**src/rtl/spi_frame_tx_pkg.sv**
```systemverilog
`default_nettype none
// ============================================================================
// Module      : spi_tx_pkg
// Description : Shared state encoding and default sizing for the SPI frame
//               transmitter.
// Revision    : 1.0  initial release
// ============================================================================
package spi_tx_pkg;

    typedef enum logic [2:0] {
        IDLE  = 3'd0,
        SETUP = 3'd1,
        SHIFT = 3'd2,
        GAP   = 3'd3
    } spi_tx_state_t;

    localparam int SPI_DATA_W  = 16;
    localparam int SPI_CLK_DIV = 24;
    localparam int SPI_GAP_CYC = 4;

endpackage
`default_nettype wire

```
**src/rtl/spi_frame_tx_if.sv**
```systemverilog
`default_nettype none
// ============================================================================
// Module      : spi_frame_tx_if
// Description : Word handshake plus SPI pins of the frame transmitter.
//               'master' is the transmitter side, 'slave' the word source
//               and SPI observer.
// Revision    : 1.0  initial release
// ============================================================================
interface spi_frame_tx_if
    import spi_tx_pkg::*;
#(
    parameter int DATA_W = SPI_DATA_W
);
    logic [DATA_W-1:0] tx_data;
    logic              tx_valid;
    logic              tx_ready;
    logic              busy;
    logic              done;
    logic              sclk;
    logic              cs;
    logic              sdo;

    modport master (
        input  tx_data, tx_valid,
        output tx_ready, busy, done, sclk, cs, sdo
    );

    modport slave (
        output tx_data, tx_valid,
        input  tx_ready, busy, done, sclk, cs, sdo
    );
endinterface
`default_nettype wire

```
**src/rtl/spi_frame_tx_clkgen.sv**
```systemverilog
`default_nettype none
// ============================================================================
// Module      : spi_tx_clkgen
// Description : sclk half-period tick generator; counts 0..CLK_DIV-1 and
//               ticks on the last count. i_clear holds the count at zero.
// Revision    : 1.0  initial release
// ============================================================================
module spi_tx_clkgen
    import spi_tx_pkg::*;
#(
    parameter int CLK_DIV = SPI_CLK_DIV
) (
    input  wire logic clk,
    input  wire logic reset,
    input  wire logic i_clear,
    output logic      o_tick
);
    localparam int c_cnt_w = $clog2(CLK_DIV);

    logic [c_cnt_w-1:0] r_cnt;
    logic               w_wrap;

    assign w_wrap = (r_cnt == c_cnt_w'(CLK_DIV - 1));
    assign o_tick = w_wrap & ~i_clear;

    always_ff @(posedge clk) begin
        if (!reset || i_clear) begin
            r_cnt <= '0;
        end else if (w_wrap) begin
            r_cnt <= '0;
        end else begin
            r_cnt <= r_cnt + c_cnt_w'(1);
        end
    end

endmodule
`default_nettype wire

```
**src/rtl/spi_frame_tx.sv**
```systemverilog
`default_nettype none
// ============================================================================
// Module      : spi_frame_tx
// Description : SPI mode-0 master transmitter, MSB first, cs active low.
//               Define SPI_TX_HOLD_EN for a one-word holding register.
// Revision    : 1.0  initial release
// ============================================================================
module spi_frame_tx
    import spi_tx_pkg::*;
#(
    parameter int DATA_W  = SPI_DATA_W,
    parameter int CLK_DIV = SPI_CLK_DIV,
    parameter int GAP_CYC = SPI_GAP_CYC
) (
    input  wire logic       clk,
    input  wire logic       reset,
    spi_frame_tx_if.master  bus
);
    localparam int c_bit_w = $clog2(DATA_W);
    localparam int c_gap_w = $clog2(GAP_CYC + 1);

    spi_tx_state_t       r_state;
    spi_tx_state_t       w_next;
    logic [DATA_W-1:0]   r_shift;
    logic [c_bit_w-1:0]  r_bit_cnt;
    logic [c_gap_w-1:0]  r_gap_cnt;
    logic                r_phase;      // 0: sclk high half, 1: sclk low half
    logic                w_tick;
    logic                w_clear;
    logic                w_ready;
    logic                w_accept;
    logic                w_gap_end;
    logic                w_load;
    logic                w_last_bit;

`ifdef SPI_TX_HOLD_EN
    logic [DATA_W-1:0]   r_hold;
    logic                r_hold_full;
    logic                w_to_hold;

    assign w_ready   = ~r_hold_full;
    // Accepts go to the hold slot unless they can start a frame right now
    assign w_to_hold = w_accept && (r_state != IDLE) && !(w_gap_end && !r_hold_full);
`else
    assign w_ready   = (r_state == IDLE);
`endif

    assign bus.tx_ready = w_ready & reset;
    assign w_accept     = bus.tx_valid & bus.tx_ready;
    assign w_gap_end    = (r_state == GAP) && (r_gap_cnt == c_gap_w'(GAP_CYC - 1));
    assign w_last_bit   = (r_bit_cnt == c_bit_w'(DATA_W - 1));
    assign w_clear      = (r_state != SETUP) && (r_state != SHIFT);

    spi_tx_clkgen #(
        .CLK_DIV (CLK_DIV)
    ) u_clkgen (
        .clk     (clk),
        .reset   (reset),
        .i_clear (w_clear),
        .o_tick  (w_tick)
    );

    always_ff @(posedge clk) begin
        if (!reset) begin
            r_state <= IDLE;
        end else begin
            r_state <= w_next;
        end
    end

    always_comb begin
        w_next   = r_state;
        w_load   = 1'b0;
        bus.cs   = 1'b1;
        bus.sclk = 1'b0;
        bus.sdo  = 1'b0;
        bus.done = 1'b0;
        bus.busy = (r_state != IDLE);
        case (r_state)
            IDLE: begin
                if (w_accept) begin
                    w_next = SETUP;
                    w_load = 1'b1;
                end
            end
            SETUP: begin
                bus.cs  = 1'b0;
                bus.sdo = r_shift[DATA_W-1];
                if (w_tick) begin
                    w_next = SHIFT;
                end
            end
            SHIFT: begin
                bus.cs   = 1'b0;
                bus.sclk = ~r_phase;
                bus.sdo  = r_shift[DATA_W-1];
                if (w_tick && r_phase && w_last_bit) begin
                    w_next = GAP;
                end
            end
            GAP: begin
                bus.done = (r_gap_cnt == '0);
                if (w_gap_end) begin
`ifdef SPI_TX_HOLD_EN
                    if (r_hold_full || w_accept) begin
                        w_next = SETUP;
                        w_load = 1'b1;
                    end else begin
                        w_next = IDLE;
                    end
`else
                    w_next = IDLE;
`endif
                end
            end
            default: w_next = IDLE;
        endcase
    end

    always_ff @(posedge clk) begin
        if (!reset) begin
            r_shift   <= '0;
            r_bit_cnt <= '0;
            r_gap_cnt <= '0;
            r_phase   <= 1'b0;
        end else begin
            if (w_load) begin
`ifdef SPI_TX_HOLD_EN
                r_shift <= r_hold_full ? r_hold : bus.tx_data;
`else
                r_shift <= bus.tx_data;
`endif
            end else if (r_state == SHIFT && w_tick && !r_phase) begin
                // Shift on the falling-edge tick so sdo changes with sclk low
                r_shift <= {r_shift[DATA_W-2:0], 1'b0};
            end

            if (r_state != SHIFT) begin
                r_phase   <= 1'b0;
                r_bit_cnt <= '0;
            end else if (w_tick) begin
                r_phase <= ~r_phase;
                if (r_phase) begin
                    r_bit_cnt <= r_bit_cnt + c_bit_w'(1);
                end
            end

            if (r_state != GAP || w_gap_end) begin
                r_gap_cnt <= '0;
            end else begin
                r_gap_cnt <= r_gap_cnt + c_gap_w'(1);
            end
        end
    end

`ifdef SPI_TX_HOLD_EN
    always_ff @(posedge clk) begin
        if (!reset) begin
            r_hold      <= '0;
            r_hold_full <= 1'b0;
        end else if (w_to_hold) begin
            r_hold      <= bus.tx_data;
            r_hold_full <= 1'b1;
        end else if (w_load && r_hold_full) begin
            r_hold_full <= 1'b0;
        end
    end
`endif

endmodule
`default_nettype wire

```
**src/flat_wrapper.sv**
```systemverilog
// flat-port wrapper written by rule: the top's interface ports become plain ports
module spi_frame_tx_flat import spi_tx_pkg::*;
#(
    parameter int DATA_W  = SPI_DATA_W,
    parameter int CLK_DIV = SPI_CLK_DIV,
    parameter int GAP_CYC = SPI_GAP_CYC
)
  (clk, reset, bus_tx_data, bus_tx_valid, bus_tx_ready, bus_busy, bus_done, bus_sclk, bus_cs, bus_sdo);
  spi_frame_tx_if #(.DATA_W(DATA_W)) bus_i ();
  input  wire logic clk;
  input  wire logic reset;
  input wire logic [$bits(bus_i.tx_data)-1:0] bus_tx_data;
  input wire logic [$bits(bus_i.tx_valid)-1:0] bus_tx_valid;
  output wire logic [$bits(bus_i.tx_ready)-1:0] bus_tx_ready;
  output wire logic [$bits(bus_i.busy)-1:0] bus_busy;
  output wire logic [$bits(bus_i.done)-1:0] bus_done;
  output wire logic [$bits(bus_i.sclk)-1:0] bus_sclk;
  output wire logic [$bits(bus_i.cs)-1:0] bus_cs;
  output wire logic [$bits(bus_i.sdo)-1:0] bus_sdo;
  assign bus_i.tx_data = bus_tx_data;
  assign bus_i.tx_valid = bus_tx_valid;
  assign bus_tx_ready = bus_i.tx_ready;
  assign bus_busy = bus_i.busy;
  assign bus_done = bus_i.done;
  assign bus_sclk = bus_i.sclk;
  assign bus_cs = bus_i.cs;
  assign bus_sdo = bus_i.sdo;
  spi_frame_tx #(.DATA_W(DATA_W), .CLK_DIV(CLK_DIV), .GAP_CYC(GAP_CYC)) u_core (.clk(clk), .reset(reset), .bus(bus_i));
endmodule
```
**config.mk**
```make
export PLATFORM = sky130hd
export DESIGN_NAME = spi_frame_tx_flat
export DESIGN_NICKNAME = d
export VERILOG_FILES = /design/src/rtl/spi_frame_tx_pkg.sv /design/src/rtl/spi_frame_tx_if.sv /design/src/rtl/spi_frame_tx_clkgen.sv /design/src/rtl/spi_frame_tx.sv /design/src/flat_wrapper.sv
export SDC_FILE = /design/constraint.sdc
export NUM_CORES = 1
export LEC_CHECK = 0
export CORE_AREA = 3 3 58 60
export CTS_CLUSTER_SIZE = 40
export DETAILED_ROUTE_END_ITERATION = 10
export DIE_AREA = 0 0 61 63
export PLACE_DENSITY = 0.88
export REMOVE_ABC_BUFFERS = 1
export SETUP_SLACK_MARGIN = 0.15
export SYNTH_ARGS = -nofsm -noshare
export SYNTH_HDL_FRONTEND = slang
export SYNTH_HIERARCHICAL = 1
export SYNTH_SLANG_ARGS = --single-unit
```
**constraint.sdc**
```tcl
create_clock -name clk -period 2.4 [get_ports clk]
set_input_delay 0.6 -clock clk [delete_from_list [all_inputs] [get_ports clk]]
set_output_delay 0.6 -clock clk [all_outputs]
set_load 0.02 [all_outputs]
```
## Yosys cells after proc, flatten, opt, wreduce, memory -nomap -nowiden

Cells that the tools add are included.

- Register bits: 32
- Bits of input ports: 19
- Output and inout bits: 6
- Logic and storage cells: 61

- Add/sub/neg operators: 3
- Equal/unequal tests: 13
- Multiplexer cells: 13
- Bitwise operators: 6
- Reduce and logical (&&, ||, !) cells: 20

Operator list:

| operator | number |
|---|---|
| $mux 16 | 2 |
| $mux 3 | 4 |
| $pmux 3 s4 | 1 |
| $eq 3x2->1 const B | 3 |
| $reduce_or 2->1 | 4 |
| $logic_and 1x1->1 | 6 |
| $logic_not 3->1 | 2 |
| $mux 1 | 6 |
| $ne 2x1->1 const B | 3 |
| $ne 3x2->1 const B | 2 |
| $add 5x1->5 const B | 1 |
| $eq 5x5->1 const B | 1 |
| $add 4x1->4 const B | 1 |
| $eq 4x4->1 const B | 1 |
| $reduce_and 4->1 | 1 |
| $add 3x1->3 const B | 1 |
| $and 1x1->1 | 3 |
| $eq 3x1->1 const B | 1 |
| $ne 3x1->1 const B | 1 |
| $not 1->1 | 3 |
| $reduce_bool 3->1 | 1 |
| $logic_not 1->1 | 2 |
| $logic_or 1x1->1 | 2 |
| $ne 2x2->1 const B | 1 |
| 2 further kinds | 2 |

## Logic depth before layout (Yosys ltp)

- Depth after elaboration: 8
- Gate-level depth with buffers: 9
- Mapped depth without buffers: 8

## Hierarchy

Netlist, hierarchy kept.

By module, submodules not included:

| module | times used | cells each | area each (um2) |
|---|---|---|---|
| spi_frame_tx | 1 | 134 | 1300.0 |
| spi_tx_clkgen | 1 | 22 | 202.7 |

## Worst setup path before layout

Ideal clock, no wire load.

- Path type: reg-to-reg
- Start: register u_core.r_state[1]
- End: register u_core.r_state[1]
- Setup time: 0.119 ns
- Arrival: 1.862 ns
- Required time: 2.281 ns
- Path slack: 0.420 ns
- Stages on the path, launching flop included: 10
- Path buffers: 1
- Clock period less this slack: 1.980 ns
- Cell sequence: dfxtp_1 > inv_1 > ha_1 > inv_1 > nor2_1 > and2_1 > buf_6 > nand4_1 > a221o_1 > mux2i_1

RTL lines:

| element | RTL line | source |
|---|---|---|
| from (decl) | spi_frame_tx.sv:22 | `spi_tx_state_t r_state;` |
| from (signal assigned) | spi_frame_tx.sv:67 | `r_state <= w_next;` |
| $eq 3x2->1, or another cell as far along | spi_frame_tx.sv:79 | `case (r_state)` |
| $pmux 3 s4 (*) | spi_frame_tx.sv:79 |  |
| named net u_core.w_next[1] | spi_frame_tx.sv:23 | `spi_tx_state_t w_next;` |

Mark *: on every way through the listed nets, which the timed path passes. The rest lies on a longest branch.
A chain may end at the register's enable or synchronous reset.

## Worst setup path in the final report

- Start: register u_core.r_state[1]
- End: output port bus_cs

- Word-level cells in the longest chain between the ends: 3

RTL lines:

| element | RTL line | source |
|---|---|---|
| $eq 3x1->1 / $eq 3x2->1 (equally long branches) | spi_frame_tx.sv:79 |  |
| $reduce_or 2->1 (no source line) (*) | -- |  |
| $mux 1 (*) | spi_frame_tx.sv:79 |  |
| to (decl) | flat_wrapper.sv:18 | `output wire logic [$bits(bus_i.cs)-1:0] bus_cs;` |

Every way passes the cells marked *; elsewhere a longest branch is shown, timed or not.

==> impl_metrics.ini <==
[final_layout]
area_growth_pct = 21.6
final_cells = 216
n_antenna_cell = 0
drive_gt1_frac = 0.104
fin_util = 0.613
layout.nets = 210

[setup_path]
path_cells = inv_1 > ha_2 > inv_1 > dlygate4sd2_1
arrival_ns = 1.54
crit_type = reg2out
worstSetupEndpointType = output port
worstSetupStartpoint = u_core/r_state[1]
r2r-start = u_core/r_state[1]
critPathLaunchType = register
cpLargestDelayFamily = buffers and inverters
critPathMaxStageDelay_ns = 0.39
critPathMaxFanout = 4
slowest_stage = dfxtp_1
worst-path-buf-inv = 3
worstPathRequired_ns = 1.80
cpMostUsedCell = inv_1

[logic_synthesis]
syn_inst = 156
netlist_area_um2 = 1500
netlist_top_cells_area = dfxtp_1 41%, mux2i_1 11%, o211a_1 10%
yosysUniqueCellTypes = 29
ys_ff_latch = 31
synth_top_area_frac = 0.413
synth.yosys.warnings = 6
seq_area_frac_synth = 0.413
avgSynthCellArea_um2 = 9.63
yosysTopAreaCell = dfxtp_1

[die]
rows = 20
core_area_um2 = 2980
chipWidth_um = 61
io_pins = 25
dieHeight_um = 63
die_area_um2 = 3840
initial_core_util = 0.505

[sta]
maxSlewHeadroom = 0.813
worst_pin_slew_ns = 0.280
final.setup_skew_ns = 0.0104
rsz0062_at_grt = yes
drv_slew = 0
layout_min_cycle_time_ns = 2.14
period_share = 0.891
tns_ns = 0
hold_viol_final = 0
setup_viol = 0
max_freq_ghz = 0.468

[outcome]
status = completed

[cts]
cts_buffers = 5
tritoncts = yes
clock_path_buffers = 2
clock_latency_ns = 0.33
clk_pin_slew_ns = 0.10
holdBufCountCts = 0
htree_num_levels = 2
cts_root_buf = clkbuf_4
clock_sinks = 31
cts_setup_buffers = 0

[hold_path]
holdCritPathClass = reg2reg
worstHoldStart = u_core/r_gap_cnt[0]

[global_route]
overflow = 0
track_usage = 0.171
grt_pass1_wl_um = 4880
grt_max_degree = 29
antenna_found_initial = 0
grt_pass1_vias = 1132

[flow_run]
max_cap_violations = 0

[pwr]
powerDensity_nw_per_um2 = 857
ir_worst_vdd_uv = 637
leakage_nw = 0.951

[placed_design]
port_buffers = 24
hpwl_um = 2180
dp_cells = 208
routabilityCongestion = 0.786

[routing]
drtIter0Drc = 21
wl_per_cell_um = 13.4
drc = 0
vias = 1166
antenna_left = 0
viasPerCell = 5.40
first_pass_iters = 4
wirelength_um = 2890
[where the power goes]
group	leakage, nW	switching [mW]	total (mW)	internal (mW)
clock	0.0482	0.176	0.422	0.246
sequential	0.253	0.0417	0.624	0.583
combinational	0.650	0.285	0.520	0.235
[metrics by stage]
stage	hold slack [ns]	power, mW	cell area, µm²	worst slack [ns]
2_1_floorplan	0.417	0.979	1440	0.307
3_3_place_gp	0.427	1.14	1740	0.000680
3_5_place_dp	0.449	1.18	1740	0.00326
4_1_cts	0.466	1.58	1830	0.167
5_1_grt	0.498	1.67	1830	0.147
6_report	0.463	1.57	1830	0.261
[layout make-up]
cell class,instances,area [µm²]
inverter,9,33.8
clock buffer,6,51.3
fill,239,1150
tap,33,41.3
timing repair buffer,27,248
multi-input combinational,108,797
clock inverter,2,35.0
sequential,31,621
[path summary, 6_finish.rpt]
kind / slack (ns) / to / cells past startpoint
min reg2reg: 0.46 / u_core/r_gap_cnt[0] / 1
max: 0.26 / bus_cs / 4
min: 0.46 / u_core/r_gap_cnt[0] / 1
max reg2reg: 0.34 / u_core/r_state[1] / 8
[placed cells by master (no fill, tap or decap), types with 3 or more instances in the layout]
master           instances
o211a_1                 15
dfxtp_1                 31
ha_1                     8
mux2i_1                 16
dlygate4sd2_1            4
nand3_1                  5
nand2_1                 23
xnor2_1                  3
inv_1                    9
clkbuf_4                 5
nor2_1                  10
xor2_1                   3
buf_4                    3
nand4_1                  3
clkdlybuf4s50_1         18
[Yosys cell counts, drive strengths merged]
cell type,number
a21boi,1
a21o,1
a21oi,2
a221o,1
and2,3
and3,2
buf,7
clkbuf,1
dfxtp,31
ha,9
inv,9
mux2i,16
nand2,24
nand2b,2
nand3,5
nand3b,1
nand4,3
nand4b,2
nor2,12
nor2b,2
o211a,15
o31ai,1
xnor2,3
xor2,3
[logic make-up after synthesis]
group	synth area share
and+or+nand+nor	0.178
DFF	0.413
AOI/OAI and AO/OA	0.128
buffers and inverters	0.0641
muxes	0.107
adders and majority gates	0.0749
xor gates and xnor gates	0.0350
[registers in the layout, summed over array words and instances, names as in the netlist]
name                   count
u_core/r_shift            16
u_core/r_bit_cnt           4
u_core/u_clkgen/r_cnt      5
u_core/r_phase             1
u_core/r_state             2
u_core/r_gap_cnt           3
[worst reg2reg max path, delay by kind of cell (launching register included)]
family | cells | cell delay, ns
simple gates | 3 | 0.58
fa+ha+maj | 1 | 0.35
buf+inv | 2 | 0.15
compound gates | 1 | 0.36
flops | 1 | 0.39
mux | 1 | 0.13
[metal layers]
metal / part of all wire / track usage / wire length [µm] / up-vias
met5: 0 / 0 / 0 / -
met4: 0.018 / 0.0542 / 51 / 0
met3: 0.059 / 0.0744 / 170 / 6
met2: 0.51 / 0.289 / 1470 / 27
met1: 0.41 / 0.186 / 1190 / 547
li1: - / - / - / 586
[repair_timing]
item	CTS	global route
pin swaps	0	0
setup endpoints to repair	6	18
resized for setup	7	7
gates cloned	0	0
Power figures use the tool's default switching activity.
